## src/rtl/score_overlay_renderer_if.sv

```systemverilog
// Register bus for the score overlay: a single-cycle write strobe qualified by chipselect.
interface score_overlay_renderer_if;
    logic        chipselect;
    logic        write;
    logic [2:0]  address;
    logic [31:0] writedata;

    modport master (output chipselect, write, address, writedata);
    modport slave  (input  chipselect, write, address, writedata);
endinterface

```

## src/rtl/score_overlay_renderer.sv

```systemverilog
// Decimal score overlay: binary score -> sequential double-dabble BCD -> frame-synchronous
// digit latch -> two-stage glyph renderer with leading-zero blanking.
module score_overlay_renderer #(
    parameter int NUM_DIGITS = 4,
    parameter int SCORE_W    = 14,
    parameter int SCALE_LOG2 = 1,
    parameter int VACTIVE    = 480
) (
    input  logic                     clk,
    input  logic                     reset,
    score_overlay_renderer_if.slave  bus,
    input  logic [10:0]              hcount,
    input  logic [9:0]               vcount,
    output logic                     ovl_on,
    output logic [23:0]              ovl_rgb,
    output logic                     busy
);
    localparam int BCD_W   = 4 * NUM_DIGITS;
    localparam int CNT_W   = $clog2(SCORE_W + 1);
    localparam int DIG_W   = (NUM_DIGITS > 1) ? $clog2(NUM_DIGITS) : 1;
    localparam int BOX_W   = (NUM_DIGITS * 8) << SCALE_LOG2;
    localparam int BOX_H   = 8 << SCALE_LOG2;
    localparam int HACTIVE = 640;
    localparam logic [SCORE_W-1:0] MAX_SCORE = SCORE_W'(10 ** NUM_DIGITS - 1);

    typedef enum logic [1:0] {IDLE, SHIFT, DONE} cvt_state_t;

    cvt_state_t           state, state_nxt;
    logic [SCORE_W-1:0]   score, score_nxt, bin;
    logic [SCORE_W:0]     sum;
    logic [BCD_W-1:0]     bcd, bcd_adj, shadow, disp;
    logic [CNT_W-1:0]     cnt;
    logic [10:0]          xpos;
    logic [9:0]           ypos;
    logic [23:0]          color;
    logic                 enable, wr, start, frame_start;
    logic                 unused_bits;

    assign wr          = bus.chipselect && bus.write;
    assign frame_start = (vcount == 10'(VACTIVE)) && (hcount == 11'd0);
    assign unused_bits = ^bus.writedata[31:24];

    // Score update; ADD is evaluated one bit wider so the clamp sees any carry.
    always_comb begin
        score_nxt = score;
        start     = 1'b0;
        sum       = {1'b0, score} + (SCORE_W+1)'(bus.writedata[7:0]);
        if (wr) begin
            case (bus.address)
                3'd0: begin
                    score_nxt = (bus.writedata[SCORE_W-1:0] > MAX_SCORE) ?
                                MAX_SCORE : bus.writedata[SCORE_W-1:0];
                    start     = 1'b1;
                end
                3'd1: begin
                    score_nxt = (sum > {1'b0, MAX_SCORE}) ? MAX_SCORE : sum[SCORE_W-1:0];
                    start     = 1'b1;
                end
                3'd5: begin
                    if (bus.writedata[1]) begin
                        score_nxt = '0;
                        start     = 1'b1;
                    end
                end
                default: ;
            endcase
        end
    end

    always_ff @(posedge clk) begin
        if (reset) begin
            score  <= '0;
            xpos   <= 11'd8;
            ypos   <= 10'd8;
            color  <= 24'hFFFFFF;
            enable <= 1'b1;
        end else begin
            score <= score_nxt;
            if (wr) begin
                case (bus.address)
                    3'd2:    xpos   <= bus.writedata[10:0];
                    3'd3:    ypos   <= bus.writedata[9:0];
                    3'd4:    color  <= bus.writedata[23:0];
                    3'd5:    enable <= bus.writedata[0];
                    default: ;
                endcase
            end
        end
    end

    always_ff @(posedge clk) begin
        if (reset) state <= IDLE;
        else       state <= state_nxt;
    end

    // A new score always restarts SHIFT, even from DONE, so shadow only sees whole results.
    always_comb begin
        state_nxt = state;
        busy      = (state != IDLE);
        case (state)
            SHIFT:   if (cnt == CNT_W'(SCORE_W - 1)) state_nxt = DONE;
            DONE:    state_nxt = IDLE;
            default: state_nxt = IDLE;
        endcase
        if (start) state_nxt = SHIFT;
    end

    for (genvar n = 0; n < NUM_DIGITS; n++) begin : g_adj
        assign bcd_adj[4*n +: 4] = (bcd[4*n +: 4] >= 4'd5) ? bcd[4*n +: 4] + 4'd3 : bcd[4*n +: 4];
    end

    always_ff @(posedge clk) begin
        if (reset) begin
            bin    <= '0;
            bcd    <= '0;
            cnt    <= '0;
            shadow <= '0;
        end else if (start) begin
            bin <= score_nxt;
            bcd <= '0;
            cnt <= '0;
        end else if (state == SHIFT) begin
            bcd <= {bcd_adj[BCD_W-2:0], bin[SCORE_W-1]};
            bin <= bin << 1;
            cnt <= cnt + 1'b1;
        end else if (state == DONE) begin
            shadow <= bcd;
        end
    end

    // Display digits change only at the frame strobe; the NBA gives it the pre-update shadow.
    always_ff @(posedge clk) begin
        if (reset)            disp <= '0;
        else if (frame_start) disp <= shadow;
    end

    // vis[i] for box digit i (0 = most significant): any nibble at or above it is nonzero.
    logic [NUM_DIGITS-1:0] vis;
    for (genvar i = 0; i < NUM_DIGITS; i++) begin : g_vis
        if (i == NUM_DIGITS - 1) begin : g_ls
            assign vis[i] = 1'b1;
        end else begin : g_ms
            assign vis[i] = |disp[BCD_W-1 -: 4*(i+1)];
        end
    end

    function automatic logic [7:0] font_row(input logic [3:0] d, input logic [2:0] r);
        logic [63:0] g;
        case (d)
            4'd0:    g = 64'h3C666E7666663C00;
            4'd1:    g = 64'h1838181818187E00;
            4'd2:    g = 64'h3C66060C30607E00;
            4'd3:    g = 64'h3C66061C06663C00;
            4'd4:    g = 64'h0C1C3C6C7E0C0C00;
            4'd5:    g = 64'h7E607C0606663C00;
            4'd6:    g = 64'h3C66607C66663C00;
            4'd7:    g = 64'h7E660C1818181800;
            4'd8:    g = 64'h3C66663C66663C00;
            4'd9:    g = 64'h3C66663E06663C00;
            default: g = '0;
        endcase
        return g[8*(7-r) +: 8];
    endfunction

    logic [11:0]      x_end;
    logic [10:0]      y_end, dx, dy_ext;
    logic [9:0]       dy;
    logic             in_box, s1_in, s2_on, vis_sel;
    logic [DIG_W-1:0] s1_dig;
    logic [2:0]       s1_row, s1_col;
    logic [3:0]       nib;
    logic [7:0]       row_bits;

    // Wide end coordinates so a box near the right/bottom edge clips instead of wrapping.
    assign x_end  = 12'(xpos) + 12'(BOX_W);
    assign y_end  = 11'(ypos) + 11'(BOX_H);
    assign in_box = (hcount >= xpos) && (12'(hcount) < x_end) && (hcount < 11'(HACTIVE)) &&
                    (vcount >= ypos) && (11'(vcount) < y_end) && (vcount < 10'(VACTIVE));
    assign dx     = hcount - xpos;
    assign dy     = vcount - ypos;
    assign dy_ext = 11'(dy);

    always_ff @(posedge clk) begin
        if (reset) begin
            s1_in  <= 1'b0;
            s1_dig <= '0;
            s1_row <= '0;
            s1_col <= '0;
            s2_on  <= 1'b0;
        end else begin
            s1_in  <= in_box;
            s1_dig <= DIG_W'(dx >> (3 + SCALE_LOG2));
            s1_col <= 3'(dx >> SCALE_LOG2);
            s1_row <= 3'(dy_ext >> SCALE_LOG2);
            s2_on  <= s1_in && vis_sel && row_bits[3'd7 - s1_col];
        end
    end

    always_comb begin
        nib     = '0;
        vis_sel = 1'b0;
        for (int i = 0; i < NUM_DIGITS; i++) begin
            if (s1_dig == DIG_W'(i)) begin
                nib     = disp[4*(NUM_DIGITS-1-i) +: 4];
                vis_sel = vis[i];
            end
        end
        row_bits = font_row(nib, s1_row);
    end

    assign ovl_on  = s2_on && enable;
    assign ovl_rgb = ovl_on ? color : 24'h0;
endmodule
```

## src/flat_wrapper.sv

```systemverilog
// flat-port wrapper written by rule: the top's interface ports become plain ports
module score_overlay_renderer_flat 
#(
    parameter int NUM_DIGITS = 4,
    parameter int SCORE_W    = 14,
    parameter int SCALE_LOG2 = 1,
    parameter int VACTIVE    = 480
)
  (clk, reset, hcount, vcount, ovl_on, ovl_rgb, busy, bus_chipselect, bus_write, bus_address, bus_writedata);
  score_overlay_renderer_if bus_i ();
  input  logic clk;
  input  logic reset;
  input  logic [10:0] hcount;
  input  logic [9:0] vcount;
  output logic ovl_on;
  output logic [23:0] ovl_rgb;
  output logic busy;
  input wire logic [$bits(bus_i.chipselect)-1:0] bus_chipselect;
  input wire logic [$bits(bus_i.write)-1:0] bus_write;
  input wire logic [$bits(bus_i.address)-1:0] bus_address;
  input wire logic [$bits(bus_i.writedata)-1:0] bus_writedata;
  assign bus_i.chipselect = bus_chipselect;
  assign bus_i.write = bus_write;
  assign bus_i.address = bus_address;
  assign bus_i.writedata = bus_writedata;
  score_overlay_renderer #(.NUM_DIGITS(NUM_DIGITS), .SCORE_W(SCORE_W), .SCALE_LOG2(SCALE_LOG2), .VACTIVE(VACTIVE)) u_core (.clk(clk), .reset(reset), .bus(bus_i), .hcount(hcount), .vcount(vcount), .ovl_on(ovl_on), .ovl_rgb(ovl_rgb), .busy(busy));
endmodule
```

## config.mk

```make
export PLATFORM = sky130hd
export DESIGN_NAME = score_overlay_renderer_flat
export DESIGN_NICKNAME = d
export VERILOG_FILES = /design/src/rtl/score_overlay_renderer_if.sv /design/src/rtl/score_overlay_renderer.sv /design/src/flat_wrapper.sv
export SDC_FILE = /design/constraint.sdc
export NUM_CORES = 1
export LEC_CHECK = 0
export BUFFER_PORTS_ARGS = -buffer_cell sky130_fd_sc_hd__buf_2
export CORE_MARGIN = 2
export CORE_UTILIZATION = 55
export DETAILED_ROUTE_END_ITERATION = 8
export GPL_TIMING_DRIVEN = 0
export PLACE_DENSITY = 0.75
export SYNTH_ARGS = -nofsm -noshare
export SYNTH_HDL_FRONTEND = slang
export SYNTH_SLANG_ARGS = --single-unit
```

## constraint.sdc

```tcl
create_clock -name clk -period 4.4 [get_ports clk]
set_input_delay 0.88 -clock clk [delete_from_list [all_inputs] [get_ports clk]]
set_output_delay 0.88 -clock clk [all_outputs]
set_load 0.005 [all_outputs]
```

==> impl_metrics.py <==
metrics = {
    "global_route": {
        "grt.total_usage_pct": 29.2,
        "grt_pass1_wl_um": 38800,
        "met2_usage_pct": 47.6,
        "overflow": 0,
        "grtUsageMet1_pct": 37.7,
        "grt_use_met3_pct": 5.66,
        "grt_max_degree": 17,
        "antenna_found_initial": 0,
        "busiest_layer": "met2",
        "first_global_vias": 7728,
    },
    "synthesis": {
        "synth.most_common_cell": "dfxtp_1",
        "synth_top_area_share_pct": 31.9,
        "synth.largest_area_cell": "dfxtp_1",
        "syn_inst": 1049,
        "ys_top_cells_by_count": "dfxtp_1 (138), nor2_1 (130), nand2_1 (112), mux2i_1 (83), a21oi_1 (67)",
        "synthFlopType": "dfxtp_1",
        "ys_top_cells_by_area": "dfxtp_1 (32%), mux2i_1 (9.6%), ha_1 (8.7%)",
        "synth_seq_cells": 138,
        "ys_seq_area_share_pct": 31.9,
        "synth.avg_cell_area_um2": 8.25,
        "syn_nets": 1172,
        "netlist_area_mm2": 0.00865,
        "ys_async_sr_fraction_pct": 0,
        "synth-edff-count": 0,
        "yosysUniqueCellTypes": 77,
        "yosys_warnings": 0,
    },
    "clock_network": {
        "clk_pin_slew_ns": 0.06,
        "cts_max_level": 4,
        "cts.sinks": 138,
        "cts_buffers": 17,
        "cts_resized": 0,
        "clockBufferDepth": 2,
        "cts_tree": "done",
        "ctsRootBufferMaster": "clkbuf_16",
        "clk_latency_ns": 0.42,
        "hold_buffers": 0,
        "post_cts_buffers": 0,
    },
    "floorplan": {
        "start_util_pct": 56.7,
        "die_y_um": 129,
        "pin_count": 86,
        "dieArea_mm2": 0.0167,
        "rows": 45,
        "die_x_um": 129,
        "core-area_mm2": 0.0153,
    },
    "timing": {
        "finalSetupTns_ns": 0,
        "whs_ns": 0.462,
        "max-slew-margin-rel_pct": 37.7,
        "rsz0062_at_grt": "false",
        "finalHoldViolations": 0,
        "finalCriticalPeriod_ns": 3.59,
        "finalMaxSlewViolations": 0,
        "worstMarginPinSlew_ns": 0.927,
        "clock_skew_ns": 0.00844,
        "max_clock_freq_ghz": 0.279,
        "post-route-period-util_pct": 81.5,
        "final-setup-viol-count": 0,
    },
    "power": {
        "powerDensity_mw_per_mm2": 319,
        "leakagePower_nw": 3.98,
        "ir_drop_uv": 328,
        "total_power_mw": 3.16,
    },
    "finish": {
        "final_nets": 1265,
        "final_area_mm2": 0.00993,
        "layout-drive-gt1-share_pct": 13.3,
        "area_growth_pct": 14.8,
        "diodes": 0,
        "fillers": 1328,
    },
    "worst_hold_path": {
        "worstHoldStart": "u_core.color[9]",
        "hold-path-endpoint": "u_core.color[9]",
        "hold_depth": 2,
        "holdCritPathClass": "flip-flop to flip-flop",
    },
    "critical_path": {
        "cp_data_required_time_ns": 4.68,
        "endpoint_kind": "flip-flop",
        "cp-start-kind": "primary input",
        "reg2reg_depth": 12,
        "worst_ep_arrival_time_ns": 3.87,
        "r2r-end": "u_core.bin[6]",
        "worstSetupPathType": "primary input to flip-flop",
        "cp_max_fo": 10,
        "r2r_start": "u_core.score[0]",
        "ff2ff_setup_slack_ns": 1.11,
    },
    "detailed_routing": {
        "first_pass_iters": 5,
        "via_count": 8063,
        "wl_um": 23700,
        "drc_errors": 0,
        "drt_iter0_markers": 625,
        "final_antenna_net_count": 0,
        "vias_per_cell": 5.90,
        "wl_per_cell_um": 17.3,
    },
    "run": {
        "maxCapViolCount": 0,
    },
    "placement": {
        "dp_hpwl_um": 17300,
        "dpl_cell_area_mm2": 0.00929,
        "portBuffers": 74,
        "place.gp.congestion": 0.959,
    },
    "outcome": {
        "status": "completed",
    },
}
[sequential cells by signal (all words and copies together) (netlist names)]
| name | count |
|---|---|
| u_core.s1_in | 1 |
| u_core.score | 14 |
| u_core.disp | 16 |
| u_core.shadow | 16 |
| u_core.bin | 14 |
| u_core.s2_on | 1 |
| u_core.enable | 1 |
| u_core.bcd | 16 |
| u_core.xpos | 11 |
| u_core.s1_row | 3 |
| u_core.cnt | 4 |
| u_core.ypos | 10 |
| u_core.s1_dig | 2 |
| u_core.color | 24 |
| u_core.s1_col | 3 |
| u_core.state | 2 |
[kinds of logic after synthesis]
| kind of cell | synth area share, % |
|---|---|
| AO/OA/AOI/OAI | 17.7 |
| XOR/XNOR | 3.44 |
| adder cells (fa/ha/maj) | 9.37 |
| buffers and inverters | 6.29 |
| flip-flops | 31.9 |
| multiplexers | 10.8 |
| AND/OR/NAND/NOR | 20.5 |
[routing by layer]
layer / vias up / part of all wire [%]
met3: 69 / 6.1
met1: 3789 / 44
met5: - / 0
met2: 288 / 47
li1: 3917 / -
met4: 0 / 3.0
[worst max path at each step]
stage,startpoint,endpoint,depth (start not counted)
2_1_floorplan,bus_writedata[0],u_core.score[0],11
3_3_place_gp,bus_writedata[0],u_core.bin[6],13
3_5_place_dp,bus_writedata[0],u_core.bin[6],13
4_1_cts,bus_writedata[0],u_core.bin[6],13
5_1_grt,bus_writedata[0],u_core.bin[6],13
6_report,bus_writedata[0],u_core.bin[6],13
[area by class of cell]
| type | count | area [µm²] | area share (%) |
|---|---|---|---|
| multi-input cells | 795 | 5340 | 53.8 |
| flip-flops and latches | 138 | 2760 | 27.8 |
| clock buffers | 22 | 484 | 4.87 |
| repair buffers | 74 | 370 | 3.73 |
| plain buffers | 61 | 338 | 3.40 |
| well taps | 211 | 264 | 2.66 |
| inverters | 55 | 206 | 2.08 |
| clock inverters | 10 | 164 | 1.65 |
[worst max-delay path, cell delays in order]
cell and delay (ns):
buf_2 0.16, ha_1 0.20, inv_1 0.06, fa_1 0.39, nand2b_1 0.20, a211oi_2 0.38
nand2b_1 0.25, a41oi_2 0.17, a221oi_4 0.36, o21ai_2 0.11, buf_4 0.19, a221oi_1 0.42
a311oi_1 0.09
[placed cells by master, fill, tap and decap left out, types with 13 or more instances in the layout]
master / count
dfxtp_1: 138
xnor2_1: 24
ha_1: 60
inv_1: 53
nor3_1: 22
nor4_1: 13
clkbuf_16: 17
nand3_1: 27
mux2i_1: 83
nand2b_1: 15
and3_1: 24
clkbuf_1: 37
nor2b_1: 14
nor2_1: 130
a21oi_1: 67
nand2_1: 112
a31oi_1: 15
buf_2: 83
o21ai_0: 40
[power by group]
group          leakage (nW)  internal (mW)  switching (mW)
logic                  2.54          0.116           0.200
registers              1.12           1.27          0.0158
clock network         0.316           1.01           0.550
total                  3.98           2.40           0.766
[per-stage QoR]
step                util, %  std cells  worst slack, ns
floorplan                 -       1049             1.07
global placement       60.9       1334            0.507
detailed placement     60.9       1334            0.452
CTS                    65.1       1366            0.893
global route           65.1       1366            0.584
finish                 65.1       1366            0.815
Power figures use the tool's default switching activity.
